===== config.mk =====
export PLATFORM = sky130hd
export DESIGN_NAME = sys_bridge_n
export DESIGN_NICKNAME = d
export VERILOG_FILES = /design/src/rtl/sys_bridge_pkg.sv /design/src/rtl/irq_latch_n.sv /design/src/rtl/sys_bridge_n.sv
export SDC_FILE = /design/constraint.sdc
export NUM_CORES = 1
export LEC_CHECK = 0
export ABC_AREA = 1
export CAP_MARGIN = 20
export CORE_AREA = 2 2 108 152
export CTS_BUF_LIST = sky130_fd_sc_hd__clkbuf_8
export DETAILED_ROUTE_END_ITERATION = 6
export DIE_AREA = 0 0 110 154
export GPL_TIMING_DRIVEN = 0
export PLACE_DENSITY = 0.89
export SETUP_SLACK_MARGIN = 0.4
export SLEW_MARGIN = 40
export SYNTH_ARGS = -nofsm -noshare
export SYNTH_HDL_FRONTEND = slang
export SYNTH_SLANG_ARGS = --single-unit

===== constraint.sdc =====
create_clock -name clk -period 6.7 [get_ports clk]
set_clock_uncertainty 0.2 [all_clocks]
set_input_delay 1.34 -clock clk [delete_from_list [all_inputs] [get_ports clk]]
set_output_delay 1.34 -clock clk [all_outputs]
set_load 0.01 [all_outputs]

===== src/rtl/sys_bridge_pkg.sv =====
// Shared constants and FSM encoding for the CPU-to-peripheral bridge.
// The address-map defaults are also used by the CPU's address-range exception checks.
package sys_bridge_pkg;

  typedef enum logic [1:0] {
    S_IDLE   = 2'd0,
    S_ACCESS = 2'd1,
    S_RESP   = 2'd2
  } state_t;

  localparam int          IRQ_W         = 6;
  localparam logic [31:0] DEF_BASE      = 32'h0000_7F00;
  localparam logic [31:0] DEF_STRIDE    = 32'h10;
  localparam int          DEF_WIN_BYTES = 12;
  localparam int          DEF_WR_BYTES  = 8;

endpackage


===== src/rtl/irq_latch_n.sv =====
// Per-device interrupt conditioning: one register stage on the raw line, then
// either a registered level or a sticky rising-edge latch cleared by the bridge.
import sys_bridge_pkg::*;

module irq_latch_n #(
  parameter int                 NUM_DEV  = 4,
  parameter logic [NUM_DEV-1:0] IRQ_EDGE = '0
) (
  input  logic               clk,
  input  logic               reset,
  input  logic [NUM_DEV-1:0] irq_in,
  input  logic [NUM_DEV-1:0] clr,
  output logic [NUM_DEV-1:0] irq
);

  for (genvar i = 0; i < NUM_DEV; i++) begin : g_dev
    logic q, d, o;

    // A rise arriving in the clearing cycle keeps the latch set.
    always_ff @(posedge clk) begin
      if (reset) begin
        q <= 1'b0;
        d <= 1'b0;
        o <= 1'b0;
      end else begin
        q <= irq_in[i];
        d <= q;
        o <= IRQ_EDGE[i] ? ((o & ~clr[i]) | (q & ~d)) : q;
      end
    end

    assign irq[i] = o;
  end

endmodule


===== src/rtl/sys_bridge_n.sv =====
// Bridge from the CPU memory stage to NUM_DEV memory-mapped peripherals with
// wait-state handshake, access timeout, decode/permission errors and IRQ aggregation.
import sys_bridge_pkg::*;

module sys_bridge_n #(
  parameter int                 NUM_DEV   = 4,
  parameter logic [31:0]        BASE      = DEF_BASE,
  parameter logic [31:0]        STRIDE    = DEF_STRIDE,
  parameter int                 WIN_BYTES = DEF_WIN_BYTES,
  parameter int                 WR_BYTES  = DEF_WR_BYTES,
  parameter int                 TIMEOUT   = 16,
  parameter logic [NUM_DEV-1:0] IRQ_EDGE  = '0
) (
  input  logic                    clk,
  input  logic                    reset,
  input  logic                    cpu_req,
  input  logic                    cpu_we,
  input  logic [31:0]             cpu_addr,
  input  logic [31:0]             cpu_wdata,
  input  logic [3:0]              cpu_be,
  output logic [31:0]             cpu_rdata,
  output logic                    cpu_ready,
  output logic                    cpu_err,
  output logic [IRQ_W-1:0]        irq_out,
  output logic [NUM_DEV-1:0]      dev_sel,
  output logic                    dev_we,
  output logic [3:0]              dev_addr,
  output logic [31:0]             dev_wdata,
  output logic [3:0]              dev_be,
  input  logic [32*NUM_DEV-1:0]   dev_rdata,
  input  logic [NUM_DEV-1:0]      dev_ack,
  input  logic [NUM_DEV-1:0]      dev_irq
);

  localparam int CW = $clog2(TIMEOUT) + 1;

  state_t             state, nxt;
  logic               we_q, err_q;
  logic [3:0]         addr_q, be_q;
  logic [31:0]        wdata_q, rdata_q, rd_mux, off;
  logic [NUM_DEV-1:0] sel_q, hit, clr, irq_dev;
  logic [CW-1:0]      cnt;
  logic               found, ack_hit, tmo, in_acc;

  // Unsigned wrap makes addresses below BASE decode far out of range.
  // First match wins so the select stays one-hot even with overlapping windows.
  always_comb begin
    hit   = '0;
    found = 1'b0;
    off   = '0;
    for (int i = 0; i < NUM_DEV; i++) begin
      off = cpu_addr - BASE - 32'(i) * STRIDE;
      if (!found && off < 32'(WIN_BYTES) && (!cpu_we || off < 32'(WR_BYTES))) begin
        hit[i] = 1'b1;
        found  = 1'b1;
      end
    end
  end

  always_comb begin
    rd_mux = '0;
    for (int i = 0; i < NUM_DEV; i++)
      if (sel_q[i]) rd_mux = rd_mux | dev_rdata[32*i +: 32];
  end

  assign in_acc  = (state == S_ACCESS);
  assign ack_hit = |(dev_ack & sel_q);
  assign tmo     = (cnt == CW'(TIMEOUT - 1));

  always_comb begin
    nxt = state;
    case (state)
      S_IDLE:   if (cpu_req) nxt = found ? S_ACCESS : S_RESP;
      S_ACCESS: if (ack_hit || tmo) nxt = S_RESP;
      S_RESP:   nxt = S_IDLE;
      default:  nxt = S_IDLE;
    endcase
  end

  always_ff @(posedge clk) begin
    if (reset) begin
      state   <= S_IDLE;
      we_q    <= 1'b0;
      addr_q  <= '0;
      wdata_q <= '0;
      be_q    <= '0;
      sel_q   <= '0;
      err_q   <= 1'b0;
      rdata_q <= '0;
      cnt     <= '0;
    end else begin
      state <= nxt;
      case (state)
        S_IDLE: if (cpu_req) begin
          we_q    <= cpu_we;
          addr_q  <= cpu_addr[3:0];
          wdata_q <= cpu_wdata;
          be_q    <= cpu_be;
          sel_q   <= hit;
          err_q   <= !found;
          rdata_q <= '0;
          cnt     <= '0;
        end
        S_ACCESS: begin
          cnt <= cnt + 1'b1;
          if (ack_hit) begin
            rdata_q <= rd_mux;
            err_q   <= 1'b0;
          end else if (tmo) begin
            err_q <= 1'b1;
          end
        end
        default: ;
      endcase
    end
  end

  assign dev_sel   = in_acc ? sel_q : '0;
  assign dev_we    = in_acc & we_q;
  assign dev_addr  = in_acc ? addr_q : '0;
  assign dev_wdata = in_acc ? wdata_q : '0;
  assign dev_be    = in_acc ? be_q : '0;

  assign cpu_ready = (state == S_RESP);
  assign cpu_err   = cpu_ready & err_q;
  assign cpu_rdata = (cpu_ready && !err_q && !we_q) ? rdata_q : '0;

  assign clr = (cpu_ready && !err_q) ? sel_q : '0;

  irq_latch_n #(.NUM_DEV(NUM_DEV), .IRQ_EDGE(IRQ_EDGE)) u_irq (
    .clk    (clk),
    .reset  (reset),
    .irq_in (dev_irq),
    .clr    (clr),
    .irq    (irq_dev)
  );

  always_comb begin
    irq_out              = '0;
    irq_out[NUM_DEV-1:0] = irq_dev;
  end

endmodule


==> results of run 1 <==
## flip-flops by register name, indices dropped and copies added, names as in the netlist
signal         cells
state              2
rdata_q           32
addr_q             4
cnt                5
err_q              1
we_q               1
u_irq.g_dev.o      4
wdata_q           32
be_q               4
u_irq.g_dev.q      4
sel_q              4
## power groups by stage
stage	sequential, mW	clock (mW)	combinational [mW]
3_5_place_dp	0.613	0	0.410
6_report	0.600	0.343	0.419
2_1_floorplan	0.610	0	0.209
3_3_place_gp	0.611	0	0.403
5_1_grt	0.603	0.365	0.459
4_1_cts	0.600	0.344	0.413
## cells by family after synthesis
logic type / count (synthesis) / synth area share, %
flops: 93 / 24.74
other cells: 1 / 0.04983
fa+ha+maj: 6 / 0.9975
xor+xnor: 12 / 1.396
buf+inv: 239 / 12.39
simple gates: 677 / 39.63
compound gates: 245 / 20.80
## worst max-delay path: stages
cell,delay (ns)
clkdlybuf4s50_1,0.52
ha_1,0.34
nand2_2,0.18
nor2_4,0.16
nand2_4,0.11
nand2_1,0.13
nand2_1,0.25
inv_2,0.16
nand2_1,0.09
nor2_1,0.26
nor2_1,0.07
nor2_1,0.13
nand3_1,0.11
nor2_1,0.10
nand3_1,0.08
nor3_1,0.24
nand3_1,0.24
nand3_2,0.15
nand3_2,0.07
a21oi_2,0.12
## stage by stage
stage,setup WS (ns),util (%),cell area [um^2],hold WS (ns)
2_1_floorplan,3.052,-,7530,0.1883
3_3_place_gp,1.725,68.88,10660,0.1919
4_1_cts,1.927,70.03,10840,0.2116
5_1_grt,1.714,70.03,10840,0.2209
6_report,1.926,70.03,10840,0.2129
3_5_place_dp,1.724,68.88,10660,0.1948
## area by class of cell
class                      instances  area [um^2]  area share [%]
buffer                            63        271.5           2.506
clock buffer                      10        137.6           1.270
clock inverter                     6        40.04          0.3695
inverter                         176        660.6           6.097
multi-input combinational        942         4736           43.71
sequential                        93         1862           17.18
tap                              196        245.2           2.263
timing repair buffer             288         2883           26.61
## placed cells by master, fill, tap and decap left out, types with 2 or more instances in the layout
master,Yosys,layout
conb_1,1,2
nand2_2,12,12
nor2_2,13,13
nor3_1,6,6
o21ai_0,87,87
clkbuf_8,0,10
xnor2_1,2,2
nor2_1,236,236
nor2_4,9,9
inv_1,168,169
clkinv_1,2,2
clkbuf_1,48,48
buf_4,7,7
a211oi_1,33,33
nand4_1,28,28
nand3_1,92,92
and2_1,2,2
inv_2,6,6
nand2_4,2,2
nand2_1,262,262
a21oi_1,56,56
nand3b_1,2,2
a22o_1,64,64
buf_1,6,6
ha_1,6,6
clkdlybuf4s50_1,0,288
dfxtp_1,93,93
nand3_2,8,8
clkinvlp_4,0,3
xor2_1,10,10
## worst paths after layout
kind | startpoint | endpoint | slack [ns]
max | cpu_addr[9] | state[0] | 1.93
min | u_irq.g_dev[1].q | u_irq.g_dev[1].o | 0.21
max reg2reg | state[0] | rdata_q[17] | 3.47
min reg2reg | u_irq.g_dev[1].q | u_irq.g_dev[1].o | 0.21
## routing by layer
metal	GRT usage (%)	part of all wire, %
met1	34.80	34
met2	63.42	50
met3	8.266	8.3
met4	24.17	7.5
met5	0	0
==> impl_metrics.csv, run 1 <==
group,metric,value,unit
finish,syn2layout_area_growth,43.97,%
clocking,cts_setup_buffers,0,
logic_synthesis,yosysMostFrequentCell,"nand2_1",
global_route,antenna_found_initial,0,
timing,relSlewSlack,50.32,%
timing,slew_viol_final,0,
finish,layout-drive-gt1-share,5.006,%
power,sw_frac_of_total,31.82,%
logic_synthesis,async_reset_ff_share,0,%
detailed_routing,wl_per_cell,17.36,um
die,initial_utilization,48.64,%
die,die_w,110,um
placement,gp_congestion,0.9917,
clocking,clockBufferDepth,2,
clocking,cts-htree-levels,3,
clocking,cts.sinks,93,
power,switchingPower,0.4335,mW
logic_synthesis,syn_avg_cell_area,5.912,um^2
power,p_per_area,125.7,nW/um^2
detailed_routing,dr.pass1.iters,5,
logic_synthesis,synth_cell_types,39,
detailed_routing,dr_total_vias,9670,
finish,antenna_cells,0,
timing,min_period,4.774,ns
die,core-area,15470,um^2
power,p_comb_share,30.7,%
detailed_routing,drc,0,
min_path,hold_path_depth,2,
detailed_routing,wl,30800,um
min_path,min_path_type,"reg -> reg",
flow_run,max_cap_violations,0,
timing,grt_setup_unrepaired,"false",
finish,final_nets,1787,
detailed_routing,vias_per_cell,5.451,
logic_synthesis,syn_inst,1273,
die,pin_count,293,
logic_synthesis,synth_top_area_share,24.74,%
placement,port_buffers,288,
finish,num-fill-cells,1340,
timing,finalHoldViolations,0,
placement,place_hpwl,25310,um
finish,fin_cells,1774,
clocking,ctsRootBufferMaster,"clkbuf_8",
detailed_routing,drt_iter0_drc,562,
power,power.total,1.362,mW
placement,dpl.cell_count,1758,
power,leakage,4.456,nW
global_route,grt_max_degree,16,
power,power_frac_seq,44.0,%
global_route,grt_pass1_wl,46350,um
setup_path,startpoint_type,"primary input",
logic_synthesis,yosysTopAreaCell,"dfxtp_1",
logic_synthesis,ys_warn_count,0,
die,rows,54,
global_route,overflow,0,
timing,worstMarginPinSlew,0.7424,ns
global_route,grtUsageTotal,35.37,%
logic_synthesis,synthTopCellsByArea,"dfxtp_1 25%, nand2_1 13%, nor2_1 12%",
power,internal_power,0.9287,mW
logic_synthesis,synth-seq-cells,93,
logic_synthesis,ys_seq_area_share,24.74,%
logic_synthesis,synth_edf_count,0,
clocking,cts-hold-fix-buffers,0,
run_status,outcome,"finished clean",
clocking,cts-resized-gates,0,
setup_path,r2r.worst_path.cells,11,
power,peakVddDrop,0.0001087,V
clocking,cts_tree,"built",
timing,max_freq,209.5,MHz
clocking,clkLatencyLatePin,0.37,ns
clocking,cts_buffers,9,
detailed_routing,postRouteAntennaNets,0,
logic_synthesis,synthTopCellsByCount,"262 x nand2_1, 236 x nor2_1, 168 x inv_1, 93 x dfxtp_1, 92 x nand3_1",
logic_synthesis,synth_flop_cell,"dfxtp_1",
global_route,grt_pass1_vias,9021,
setup_path,critPathArrivalTime,4.87,ns
die,die-area,16940,um^2
setup_path,path_max_fanout,10,
clocking,clk_pin_slew,0.09,ns
logic_synthesis,syn_area,7526,um^2
setup_path,cp-end-kind,"register",
power,clkPwrFrac,25.2,%
timing,setup_viol_count_final,0,
timing,setup_tns,0,ns
timing,finalCritPeriodShare,71.25,%
setup_path,cp.required,6.79,ns
die,die_h,154,um
setup_path,crit_type,"in -> reg",
Power figures use the tool's default switching activity.
==> run 2: changes to the inputs <==
--- a/config.mk
+++ b/config.mk
@@ -7,12 +7,12 @@
 export LEC_CHECK = 0
 export ABC_AREA = 1
 export CAP_MARGIN = 20
-export CORE_AREA = 2 2 108 152
+export CORE_AREA = 2 2 112 157
 export CTS_BUF_LIST = sky130_fd_sc_hd__clkbuf_8
 export DETAILED_ROUTE_END_ITERATION = 6
-export DIE_AREA = 0 0 110 154
+export DIE_AREA = 0 0 114 159
 export GPL_TIMING_DRIVEN = 0
-export PLACE_DENSITY = 0.89
+export PLACE_DENSITY = 0.84
 export SETUP_SLACK_MARGIN = 0.4
 export SLEW_MARGIN = 40
 export SYNTH_ARGS = -nofsm -noshare
==> constraint.sdc (replaced) <==
create_clock -name clk -period 4.8 [get_ports clk]
set_clock_uncertainty 0.2 [all_clocks]
set_input_delay 0.96 -clock clk [delete_from_list [all_inputs] [get_ports clk]]
set_output_delay 0.96 -clock clk [all_outputs]
set_load 0.01 [all_outputs]
==> impl_metrics.csv, run 2 (synthesized netlist as in run 1, its figures left out) <==
group,metric,value,unit
die,core-area,16680,um^2
clocking,cts-resized-gates,0,
finish,layout-drive-gt1-share,5.200,%
power,p_per_area,173.2,nW/um^2
setup_path,crit_type,"in -> reg",
finish,mostFrequentLayoutCell,"clkdlybuf4s50_1",
timing,min_period,4.190,ns
placement,place_hpwl,25190,um
die,pin_count,293,
clocking,clkLatencyLatePin,0.37,ns
power,leakage,4.456,nW
timing,slew_viol_final,0,
min_path,min_path_type,"reg -> reg",
setup_path,startpoint_type,"primary input",
detailed_routing,postRouteAntennaNets,0,
clocking,cts_setup_buffers,0,
die,rows,56,
global_route,grtUsageTotal,32.78,%
timing,fin_ws,0.6103,ns
setup_path,path_max_fanout,6,
die,initial_utilization,45.13,%
detailed_routing,wl,30640,um
die,die_w,114,um
power,peakVddDrop,0.0001249,V
timing,grt_setup_unrepaired,"false",
global_route,grt_pass1_vias,9146,
power,p_comb_share,31.0,%
setup_path,cp-end-kind,"register",
detailed_routing,wl_per_cell,17.20,um
detailed_routing,dr.pass1.iters,4,
run_status,outcome,"finished clean",
power,switchingPower,0.5861,mW
global_route,antenna_found_initial,1,
clocking,cts_buffers,9,
finish,layout_common_cells,"288 x clkdlybuf4s50_1, 261 x nand2_1, 235 x nor2_1",
finish,finalInstanceArea,10840,um^2
clocking,clockBufferDepth,2,
clocking,cts-hold-fix-buffers,0,
timing,setup_tns,0,ns
setup_path,critPathArrivalTime,4.29,ns
clocking,clk_pin_slew,0.08,ns
flow_run,max_cap_violations,0,
finish,final_nets,1787,
detailed_routing,drt_iter0_drc,536,
setup_path,cp.required,4.90,ns
timing,relSlewSlack,59.54,%
timing,max_freq,238.7,MHz
global_route,overflow,0,
power,sw_frac_of_total,31.21,%
clocking,cts.sinks,93,
timing,worstMarginPinSlew,0.6068,ns
detailed_routing,dr_total_vias,9490,
finish,top_regs,"rdata_q x32, wdata_q x32, cnt x5",
clocking,cts_tree,"built",
timing,finalCritPeriodShare,87.29,%
clocking,cts-htree-levels,3,
timing,setup_viol_count_final,0,
placement,gp_congestion,0.9395,
power,clkPwrFrac,24.4,%
timing,holdWs,0.2098,ns
timing,finalHoldViolations,0,
die,die-area,18130,um^2
finish,syn2layout_area_growth,44.06,%
power,power_frac_seq,44.6,%
finish,num-fill-cells,1584,
placement,port_buffers,288,
die,die_h,159,um
placement,place_area,10670,um^2
global_route,grt_max_degree,15,
power,internal_power,1.292,mW
detailed_routing,drc,0,
finish,final_core_util,65.01,%
detailed_routing,vias_per_cell,5.328,
placement,place_ws,0.2400,ns
global_route,grt_pass1_wl,47240,um
clocking,ctsRootBufferMaster,"clkbuf_8",
## run 2: area by class of cell
class,count,area [um^2],area share (%)
Buffer,63,271.5,2.504
Tap cell,203,254.0,2.343
Clock buffer,10,137.6,1.269
Timing Repair Buffer,288,2883,26.59
Multi-Input combinational cell,942,4743,43.75
Antenna cell,1,2.502,0.02308
Inverter,176,660.6,6.094
Clock inverter,5,27.53,0.2539
Sequential cell,93,1862,17.17
## run 2: through the flow
step | power, mW | cells
6_report | 1.878 | 1781
5_1_grt | 1.978 | 1780
3_5_place_dp | 1.428 | 1765
4_1_cts | 1.874 | 1780
3_3_place_gp | 1.419 | 1765
2_1_floorplan | 1.143 | 1274
## run 2: worst max-delay path, cell delays in order
cell and delay (ns):
clkdlybuf4s50_1 0.53, ha_2 0.28, nand2_2 0.13, nor2_4 0.15, nand2_1 0.07, nand2_1 0.18, nand2_1 0.21, nor2_1 0.42
and3_1 0.37, nand4_1 0.12, nand2_1 0.09, nand2_1 0.05, nor2_1 0.17, nand4_1 0.21, nand3_2 0.15, nand3_2 0.07
a21oi_2 0.13
## run 2: per-layer routing
| layer | global-route usage, % | vias up | routed length (um) |
|---|---|---|---|
| met5 | 0 | - | 0 |
| met3 | 6.738 | 102 | 2131 |
| met4 | 20.45 | 0 | 2047 |
| met1 | 32.20 | 4297 | 10620 |
| met2 | 61.17 | 365 | 15840 |
| li1 | - | 4726 | - |
## run 2: final timing paths
path	startpoint	to	slack, ns	cells past startpoint
hold / removal	u_irq.g_dev[2].q	u_irq.g_dev[2].o	0.21	2
hold reg to reg	u_irq.g_dev[2].q	u_irq.g_dev[2].o	0.21	2
setup / recovery	cpu_addr[9]	state[0]	0.61	17
setup reg to reg	state[0]	rdata_q[28]	1.98	10
## run 2: power by group through the flow
stage / clock [mW] / combinational [mW] / sequential, mW
finish: 0.458 / 0.582 / 0.837
global route: 0.497 / 0.639 / 0.842
CTS: 0.462 / 0.576 / 0.837
detailed placement: 0 / 0.573 / 0.855
global placement: 0 / 0.565 / 0.853
floorplan: 0 / 0.292 / 0.851
